File: config.mk
export PLATFORM = sky130hd
export DESIGN_NAME = idli_sqi_mem_m
export DESIGN_NICKNAME = d
export VERILOG_FILES = /design/src/rtl/idli_sqi_mem_m.sv
export SDC_FILE = /design/constraint.sdc
export NUM_CORES = 1
export LEC_CHECK = 0
export ABC_AREA = 1
export BUFFER_PORTS_ARGS = -buffer_cell sky130_fd_sc_hd__clkbuf_2
export CAP_MARGIN = 15
export CORE_MARGIN = 2
export CORE_UTILIZATION = 35
export DETAILED_ROUTE_END_ITERATION = 16
export GPL_TIMING_DRIVEN = 0
export RECOVER_POWER = 25
export REMOVE_ABC_BUFFERS = 1
export SKIP_CTS_REPAIR_TIMING = 1
export SYNTH_ARGS = -nofsm -noshare
export SYNTH_HDL_FRONTEND = slang
export SYNTH_SLANG_ARGS = --single-unit
File: constraint.sdc
create_clock -name i_sqm_gck -period 2.7 [get_ports i_sqm_gck]
set_input_delay 0.27 -clock i_sqm_gck [delete_from_list [all_inputs] [get_ports i_sqm_gck]]
set_output_delay 0.27 -clock i_sqm_gck [all_outputs]
set_load 0.05 [all_outputs]
File: src/rtl/idli_sqi_mem_m.sv
// idli_sqi_mem_m: word-level SQI SRAM controller (command, address, dummy, data).
// Optional burst continuation is enabled by defining IDLI_SQI_BURST_EN.
module idli_sqi_mem_m #(
    parameter int ADDR_W    = 16,
    parameter int DATA_W    = 16,
    parameter int DUMMY_NIB = 2,
    parameter int HOLD_MAX  = 8
) (
    input  logic              i_sqm_gck,
    input  logic              i_sqm_rst,
    input  logic              i_sqm_req_vld,
    output logic              o_sqm_req_rdy,
    input  logic              i_sqm_req_wr,
    input  logic [ADDR_W-1:0] i_sqm_req_addr,
    input  logic [DATA_W-1:0] i_sqm_req_wdata,
    output logic              o_sqm_rsp_vld,
    output logic [DATA_W-1:0] o_sqm_rsp_rdata,
    output logic              o_sqm_sqi_sck,
    output logic              o_sqm_sqi_cs,
    output logic              o_sqm_sqi_mode,
    input  logic [3:0]        i_sqm_sqi_data,
    output logic [3:0]        o_sqm_sqi_data
);

    // Pin direction encoding on o_sqm_sqi_mode
    localparam logic SQI_MODE_OUT = 1'b0;
    localparam logic SQI_MODE_IN  = 1'b1;

    localparam int AB = $clog2(ADDR_W);
    localparam int DB = $clog2(DATA_W);

    localparam logic [7:0] L_ADDR_LAST = 8'(ADDR_W / 4 - 1);
    localparam logic [7:0] L_DATA_LAST = 8'(DATA_W / 4 - 1);
    localparam logic [7:0] L_DUM_LAST  = 8'((DUMMY_NIB > 0) ? DUMMY_NIB - 1 : 0);
    localparam logic [7:0] L_HOLD_LAST = 8'((HOLD_MAX > 0) ? HOLD_MAX - 1 : 0);
    localparam logic [ADDR_W:0] L_STEP = (ADDR_W + 1)'(DATA_W / 8);

    typedef enum logic [2:0] {
        S_IDLE,
        S_CMD,
        S_ADDR,
        S_DUMMY,
        S_DATA,
        S_HOLD,
        S_END
    } state_t;

    state_t r_state;
    logic   r_phase;
    logic [7:0] r_cnt;
    logic [7:0] r_hold;

    logic              r_wr;
    logic [ADDR_W-1:0] r_addr;
    logic [DATA_W-1:0] r_wdata;
    logic [DATA_W-5:0] r_rx;
    logic [DATA_W-1:0] r_rdata;
    logic              r_rsp_vld;

    state_t w_state_nxt;
    logic   w_phase_nxt;
    logic [7:0] w_cnt_nxt;
    logic [7:0] w_hold_nxt;
    logic   w_accept;
    logic   w_done;
    logic   w_rdy;
    logic   w_match;
    logic   w_active;
    logic   w_rx_smp;

    logic [ADDR_W:0]   w_next_addr;
    logic [DATA_W-1:0] w_rx_ext;
    logic [7:0]        w_cmd;
    logic [AB-1:0]     w_a_bit;
    logic [DB-1:0]     w_d_bit;
    logic [3:0]        w_nib;

    assign w_next_addr = {1'b0, r_addr} + L_STEP;
    assign w_match = !w_next_addr[ADDR_W]
                   && (i_sqm_req_wr == r_wr)
                   && (i_sqm_req_addr == w_next_addr[ADDR_W-1:0]);

    assign w_cmd   = r_wr ? 8'h02 : 8'h03;
    assign w_a_bit = AB'({L_ADDR_LAST - r_cnt, 2'b00});
    assign w_d_bit = DB'({L_DATA_LAST - r_cnt, 2'b00});

    assign w_active = (r_state == S_CMD) || (r_state == S_ADDR)
                   || (r_state == S_DUMMY) || (r_state == S_DATA);

    // A read data nibble is captured at the edge that closes phase 1
    assign w_rx_smp = (r_state == S_DATA) && r_phase && !r_wr;
    assign w_rx_ext = {r_rx, i_sqm_sqi_data};

    // Next-state, slot counting and handshake decode
    always_comb begin
        w_state_nxt = r_state;
        w_phase_nxt = r_phase;
        w_cnt_nxt   = r_cnt;
        w_hold_nxt  = r_hold;
        w_accept    = 1'b0;
        w_done      = 1'b0;
        w_rdy       = 1'b0;
        unique case (r_state)
            S_IDLE: begin
                w_rdy = 1'b1;
                if (i_sqm_req_vld) begin
                    w_accept    = 1'b1;
                    w_state_nxt = S_CMD;
                    w_phase_nxt = 1'b0;
                    w_cnt_nxt   = 8'd0;
                end
            end
            S_CMD: begin
                w_phase_nxt = !r_phase;
                if (r_phase) begin
                    if (r_cnt == 8'd1) begin
                        w_state_nxt = S_ADDR;
                        w_cnt_nxt   = 8'd0;
                    end else begin
                        w_cnt_nxt = r_cnt + 8'd1;
                    end
                end
            end
            S_ADDR: begin
                w_phase_nxt = !r_phase;
                if (r_phase) begin
                    if (r_cnt == L_ADDR_LAST) begin
                        w_cnt_nxt = 8'd0;
                        if (!r_wr && (DUMMY_NIB != 0))
                            w_state_nxt = S_DUMMY;
                        else
                            w_state_nxt = S_DATA;
                    end else begin
                        w_cnt_nxt = r_cnt + 8'd1;
                    end
                end
            end
            S_DUMMY: begin
                w_phase_nxt = !r_phase;
                if (r_phase) begin
                    if (r_cnt == L_DUM_LAST) begin
                        w_state_nxt = S_DATA;
                        w_cnt_nxt   = 8'd0;
                    end else begin
                        w_cnt_nxt = r_cnt + 8'd1;
                    end
                end
            end
            S_DATA: begin
                w_phase_nxt = !r_phase;
                if (r_phase) begin
                    if (r_cnt == L_DATA_LAST) begin
                        w_done     = 1'b1;
                        w_cnt_nxt  = 8'd0;
                        w_hold_nxt = 8'd0;
`ifdef IDLI_SQI_BURST_EN
                        w_state_nxt = w_next_addr[ADDR_W] ? S_END : S_HOLD;
`else
                        w_state_nxt = S_END;
`endif
                    end else begin
                        w_cnt_nxt = r_cnt + 8'd1;
                    end
                end
            end
            S_HOLD: begin
                w_rdy = w_match;
                if (i_sqm_req_vld) begin
                    if (w_match) begin
                        w_accept    = 1'b1;
                        w_state_nxt = S_DATA;
                        w_phase_nxt = 1'b0;
                        w_cnt_nxt   = 8'd0;
                    end else begin
                        w_state_nxt = S_END;
                    end
                end else if (r_hold == L_HOLD_LAST) begin
                    w_state_nxt = S_END;
                end else begin
                    w_hold_nxt = r_hold + 8'd1;
                end
            end
            S_END: begin
                w_state_nxt = S_IDLE;
            end
            default: begin
                w_state_nxt = S_END;
            end
        endcase
    end

    // Control state register
    always_ff @(posedge i_sqm_gck) begin
        if (i_sqm_rst) begin
            r_state <= S_END;
            r_phase <= 1'b0;
            r_cnt   <= 8'd0;
            r_hold  <= 8'd0;
        end else begin
            r_state <= w_state_nxt;
            r_phase <= w_phase_nxt;
            r_cnt   <= w_cnt_nxt;
            r_hold  <= w_hold_nxt;
        end
    end

    // Request latch, read shift register and response register
    always_ff @(posedge i_sqm_gck) begin
        if (i_sqm_rst) begin
            r_wr      <= 1'b0;
            r_addr    <= '0;
            r_wdata   <= '0;
            r_rx      <= '0;
            r_rdata   <= '0;
            r_rsp_vld <= 1'b0;
        end else begin
            r_rsp_vld <= w_done;
            if (w_accept) begin
                r_wr    <= i_sqm_req_wr;
                r_addr  <= i_sqm_req_addr;
                r_wdata <= i_sqm_req_wdata;
            end
            if (w_rx_smp)
                r_rx <= w_rx_ext[DATA_W-5:0];
            if (w_done)
                r_rdata <= r_wr ? '0 : w_rx_ext;
        end
    end

    // Outgoing nibble selection per phase of the transaction
    always_comb begin
        w_nib = 4'h0;
        if (r_state == S_CMD)
            w_nib = (r_cnt == 8'd0) ? w_cmd[7:4] : w_cmd[3:0];
        else if (r_state == S_ADDR)
            w_nib = r_addr[w_a_bit +: 4];
        else if ((r_state == S_DATA) && r_wr)
            w_nib = r_wdata[w_d_bit +: 4];
    end

    // Pin-level outputs derived from registered state
    always_comb begin
        o_sqm_sqi_sck  = w_active && r_phase;
        o_sqm_sqi_cs   = !(w_active || (r_state == S_HOLD));
        o_sqm_sqi_mode = SQI_MODE_OUT;
        if (r_state == S_DUMMY)
            o_sqm_sqi_mode = SQI_MODE_IN;
        else if (((r_state == S_DATA) || (r_state == S_HOLD)) && !r_wr)
            o_sqm_sqi_mode = SQI_MODE_IN;
        o_sqm_sqi_data = w_nib;
    end

    assign o_sqm_req_rdy   = w_rdy;
    assign o_sqm_rsp_vld   = r_rsp_vld;
    assign o_sqm_rsp_rdata = r_rdata;

endmodule
; ---- Yosys cells after proc, flatten, opt, wreduce, memory -nomap -nowiden
; Cells that the tools add are included.
[totals]
output_inout_bits = 25
ram_bits = 0
inputBits = 40
latch_bits = 0
mem_bits_ro = 0
word_cells = 118
ff_bits = 82
memories = 0
[op_classes]
multipliers = 0
muxes = 47
order_cmp = 0
n_reduce_logical = 28
n_shift = 2
n_eq_ne = 27
bitwise_logic = 0
div_mod_pow = 0
add_sub_neg = 4
[ops]
columns = op, n
row1 = 2-to-1 mux 8 bit, 11
row2 = 2-to-1 mux 3 bit, 12
row3 = case mux 8 bit (4 select lines), 1
row4 = variable part select 16 x 5 -> 4 bit, 2
row5 = != test 2 bit (second input constant), 13
row6 = case mux 3 bit (7 select lines), 1
row7 = adder 16 x 2 -> 17 bit (second input constant), 1
row8 = adder 8 x 1 -> 8 bit (second input constant), 2
row9 = equality test 16 bit, 1
row10 = 2-to-1 mux 16 bit, 1
row11 = case mux 8 bit (2 select lines), 1
row12 = 2-to-1 mux 1 bit, 12
row13 = 2-to-1 mux 4 bit, 3
row14 = AND reduction 10 bit, 1
row15 = equality test 3 bit (second input constant), 3
row16 = equality test 8 x 1 -> 1 bit (second input constant), 1
row17 = equality test 8 x 2 -> 1 bit (second input constant), 1
row18 = equality test 8 x 3 -> 1 bit (second input constant), 1
row19 = zero test 8 bit, 1
row20 = logical AND 1 bit, 7
row21 = equality test 3 x 2 -> 1 bit (second input constant), 2
row22 = AND reduction 6 bit, 1
row23 = logical OR 1 bit, 5
row24 = AND reduction 5 bit, 1
row25 = 16 further kinds, 23

; ---- Longest topological paths before layout
[depth]
depth_word = 7
depth_mapped = 17
mapped_depth_nobuf = 17

; ---- Worst setup path after synthesis
; No wires, ideal clock.
[synth_timing]
kind = reg-to-output
from = register r_cnt[0]
to = output port o_sqm_sqi_data[2]
path_stages_with_launch = 7
path_buffers = 2
required_ns = 2.430
arrival_ns = 1.881
setup_slack_ns = 0.549
path_cell_list = dfxtp_1 clkbuf_1 clkbuf_1 nand2_1 nand3_1 nand3_1 a21oi_1
[synth_via]
elab_chain_cells = 5
elab_cells_between_ends = 6
cone_classes = 1 x add/sub / 2 x shift / 3 x mux
[synth_rtl]
columns = element, line_no
row1 = "start, declared", 50  ; logic [7:0] r_cnt;
row2 = "start signal, assigned", 202  ; r_cnt <= w_cnt_nxt;
row3 = subtractor 2 bit (*), "84, 85"
row4 = variable part select 16 x 5 -> 4 bit, 238  ; w_nib = r_wdata[w_d_bit +: 4];
row5 = 2-to-1 mux 4 bit, 237  ; else if ((r_state == S_DATA) && r_wr)
row6 = 2-to-1 mux 4 bit (*), 235  ; else if (r_state == S_ADDR)
row7 = 2-to-1 mux 4 bit (*), 233  ; if (r_state == S_CMD)
row8 = "end, declared", 22  ; output logic [3:0] o_sqm_sqi_data
; Mark *: on every way between the ends. The rest lies on a longest branch, timed or not.

; ---- Final worst setup path
[layout_timing]
from = register r_addr[1]
to = output port o_sqm_req_rdy
[layout_via]
elab_chain_cells = 5
elab_cells_between_ends = 6
cone_classes = 1 x add/sub / 1 x eq/ne / 1 x mux / 3 x reduce/logical
[layout_rtl]
columns = element, line_no
row1 = "start, declared", 54  ; logic [ADDR_W-1:0] r_addr;
row2 = "start signal, assigned", 220  ; r_addr <= i_sqm_req_addr;
row3 = adder 16 x 2 -> 17 bit (*), 78  ; assign w_next_addr = {1'b0, r_addr} + L_STEP;
row4 = branches (longest 2 deep; another with equality test 16 bit), --
row5 = logical AND 1 bit (*), 81  ; && (i_sqm_req_addr == w_next_addr[ADDR_W-1:0]);
row6 = case mux 1 bit (2 select lines) (*), 103  ; unique case (r_state)
row7 = "end, declared", 12  ; output logic o_sqm_req_rdy,
; Mark *: on every way between the ends.

==> flow_metrics.env <==
export IMPL_clkTransAtPathRegs_ns=0.06
export IMPL_rows=41
export IMPL_netlist_instances=673
export IMPL_dp_cells=882
export IMPL_place_gp_congestion=0.889
export IMPL_syn_to_final_growth_pct=18.1
export IMPL_whs_ns=0.163
export IMPL_yosysUniqueCellTypes=37
export IMPL_max_cap_violations=0
export IMPL_drt_vias_per_instance=4.93
export IMPL_fin_nets=775
export IMPL_multi_input_area_um2=2460
export IMPL_fmax_mhz=390
export IMPL_numPortBuffers=64
export IMPL_rrSetupSlack_ns=0.25
export IMPL_slew_violations=0
export IMPL_worst_slack_ns=0.138
export IMPL_dieArea_um2=13600
export IMPL_clock_path_buffers=2
export IMPL_place_hpwl_mm=7.90
export IMPL_drive_gt1_share_pct=14.4
export IMPL_worst_pin_slew_ns=0.834
export IMPL_clock_latency_ns=0.35
export IMPL_htree_levels=3
export IMPL_initial_core_util_pct=35.6
export IMPL_ys_ff_latch=82
export IMPL_critPathBufInv=1
export IMPL_crit_family="simple AND/OR/NAND/NOR gates"
export IMPL_cts_tree="done"
export IMPL_synth_enable_flop_cells=0
export IMPL_setup_viol=0
export IMPL_powerDensity_nw_per_um2=734
export IMPL_place_ws_ns=-0.861
export IMPL_crit_path_max_incr_delay_ns=0.37
export IMPL_die_w_um=117
export IMPL_first_global_vias=4069
export IMPL_ir_drop_uv=314
export IMPL_layout_common_cells="nand2_1, nand3_1, a21oi_1, dfxtp_1, inv_1"
export IMPL_critPathRequiredTime_ns=2.43
export IMPL_grt_pass1_wl_mm=18.5
export IMPL_fillers=1313
export IMPL_grt_max_degree=44
export IMPL_synthFlopType="dfxtp_1"
export IMPL_synth_warning_count=0
export IMPL_dieHeight_um=117
export IMPL_endpoint_kind="output port"
export IMPL_worstSetupPathType="reg -> out"
export IMPL_syn_area_per_cell_um2=6.59
export IMPL_cts_root_buf="clkbuf_16"
export IMPL_hp_class="in -> reg"
export IMPL_num_antenna_cells=0
export IMPL_period_share_pct=94.9
export IMPL_grtUsageTotal_pct=17.3
export IMPL_drt_iter0_drc=242
export IMPL_worst_clock_skew_ns=0.00589
export IMPL_fin_tns_setup_ns=0
export IMPL_yosysSeqAreaShare_pct=37.0
export IMPL_layout_commonest_cell="nand2_1"
export IMPL_design_area_um2=5230
export IMPL_relSlewSlack_pct=44.4
export IMPL_seq_area_um2=1660
export IMPL_grt_overflow=0
export IMPL_syn_area_um2=4430
export IMPL_dr_pass1_iters=5
export IMPL_route_vias_total=4474
export IMPL_cts_buffers=9
export IMPL_cp_max_fo=7
export IMPL_core_area_um2=12500
export IMPL_stdcell_count=907
export IMPL_cp_arrival_ns=2.29
export IMPL_leakage_uw=0.00205
export IMPL_hold_viol_final=0
export IMPL_drc_errors=0
export IMPL_start_kind="flop"
export IMPL_synthArstFlopShare_pct=0
export IMPL_ios=65
export IMPL_path_cells="ha_2 > xnor2_1 > nand2_1 > nor2_1 > nand3_1 > nor2_1 > nand2_1 > nor2_4 > nand3_4 > nand2_8 > buf_6"
export IMPL_critical_path_slowest_cell="dfxtp_4"
export IMPL_fin_crit_ns=2.56
export IMPL_wirelength_mm=11.6
export IMPL_postPlaceCellArea_um2=4810
export IMPL_outcome="complete, no violations"
export IMPL_antenna_found_initial=0
export IMPL_ant_nets=0
export IMPL_clock_sinks=82
export IMPL_routedWlPerCell_um=12.8
worst paths after layout:
path	start	depth (start not counted)	end
min reg2reg	r_wdata[5]	2	r_wdata[5]
max reg2reg	r_cnt[0]	11	r_hold[6]
max	r_addr[1]	11	o_sqm_req_rdy
min	i_sqm_sqi_data[0]	3	r_rx[0]
through the flow:
step / total power, µW / util [%]
5_1_grt: 4100 / 42.0
6_report: 3840 / 42.0
4_1_cts: 3820 / 40.9
2_1_floorplan: 2250 / -
3_5_place_dp: 2590 / 38.6
3_3_place_gp: 2570 / 38.4
cell families after synthesis:
kind of cell | synth area share, %
compound gates | 14.2
xor+xnor | 2.17
fa+ha+maj | 1.41
buf+inv | 9.09
flops | 37.0
simple gates | 36.1
sequential cells by signal, indices dropped and copies added, names as in the netlist:
| name | cells |
|---|---|
| o_sqm_rsp_rdata | 16 |
| o_sqm_rsp_vld | 1 |
| r_addr | 16 |
| r_cnt | 8 |
| r_hold | 8 |
| r_phase | 1 |
| r_rx | 12 |
| r_state | 3 |
| r_wdata | 16 |
| r_wr | 1 |
synthesized netlist by cell type (all sizes together) (2+ instances only):
library cell  number  area share (%)
nand2            200              17
nand3             86             9.9
a21oi             85             9.8
dfxtp             82              37
nor2              59             5.6
inv               57             4.8
o21ai             24             2.7
clkbuf            16             1.4
buf               12             2.6
nor3               9             1.0
xor2               6             1.2
ha                 5             1.4
nand4              5            0.71
xnor2              5            0.99
clkinv             3            0.25
nor3b              3            0.51
o22ai              3            0.42
nand3b             2            0.34
nor4               2            0.28
o211ai             2            0.34
o21bai             2            0.34
worst reg2reg max path, delay by kind of cell, from the launching register on:
family / cells / cell delay, ns
AOI/OAI and AO/OA: 1 / 0.08
adders and majority gates: 1 / 0.24
DFF: 1 / 0.49
buffers and inverters: 1 / 0.12
and+or+nand+nor: 8 / 1.43
cell type report:
class,count,share of cell area [%]
multi-input cells,505,47.0
flip-flops and latches,82,31.6
repair buffers,72,7.20
clock buffers,10,4.57
inverters,60,4.45
well taps,172,4.11
clock inverters,6,1.05
where the power goes:
| part | internal [µW] | switching [µW] |
|---|---|---|
| clock | 667 | 535 |
| combinational | 360 | 863 |
| sequential | 1290 | 123 |
routing by layer:
metal	routed length [µm]	vias to the layer above	share of wire, %	track usage (%)
met4	266	0	2.3	7.14
met5	0	-	0	0
met1	5480	2043	47	22.0
met2	5330	93	46	27.6
li1	-	2321	-	-
met3	528	17	4.5	4.77
(Power assumes the default switching activity.)
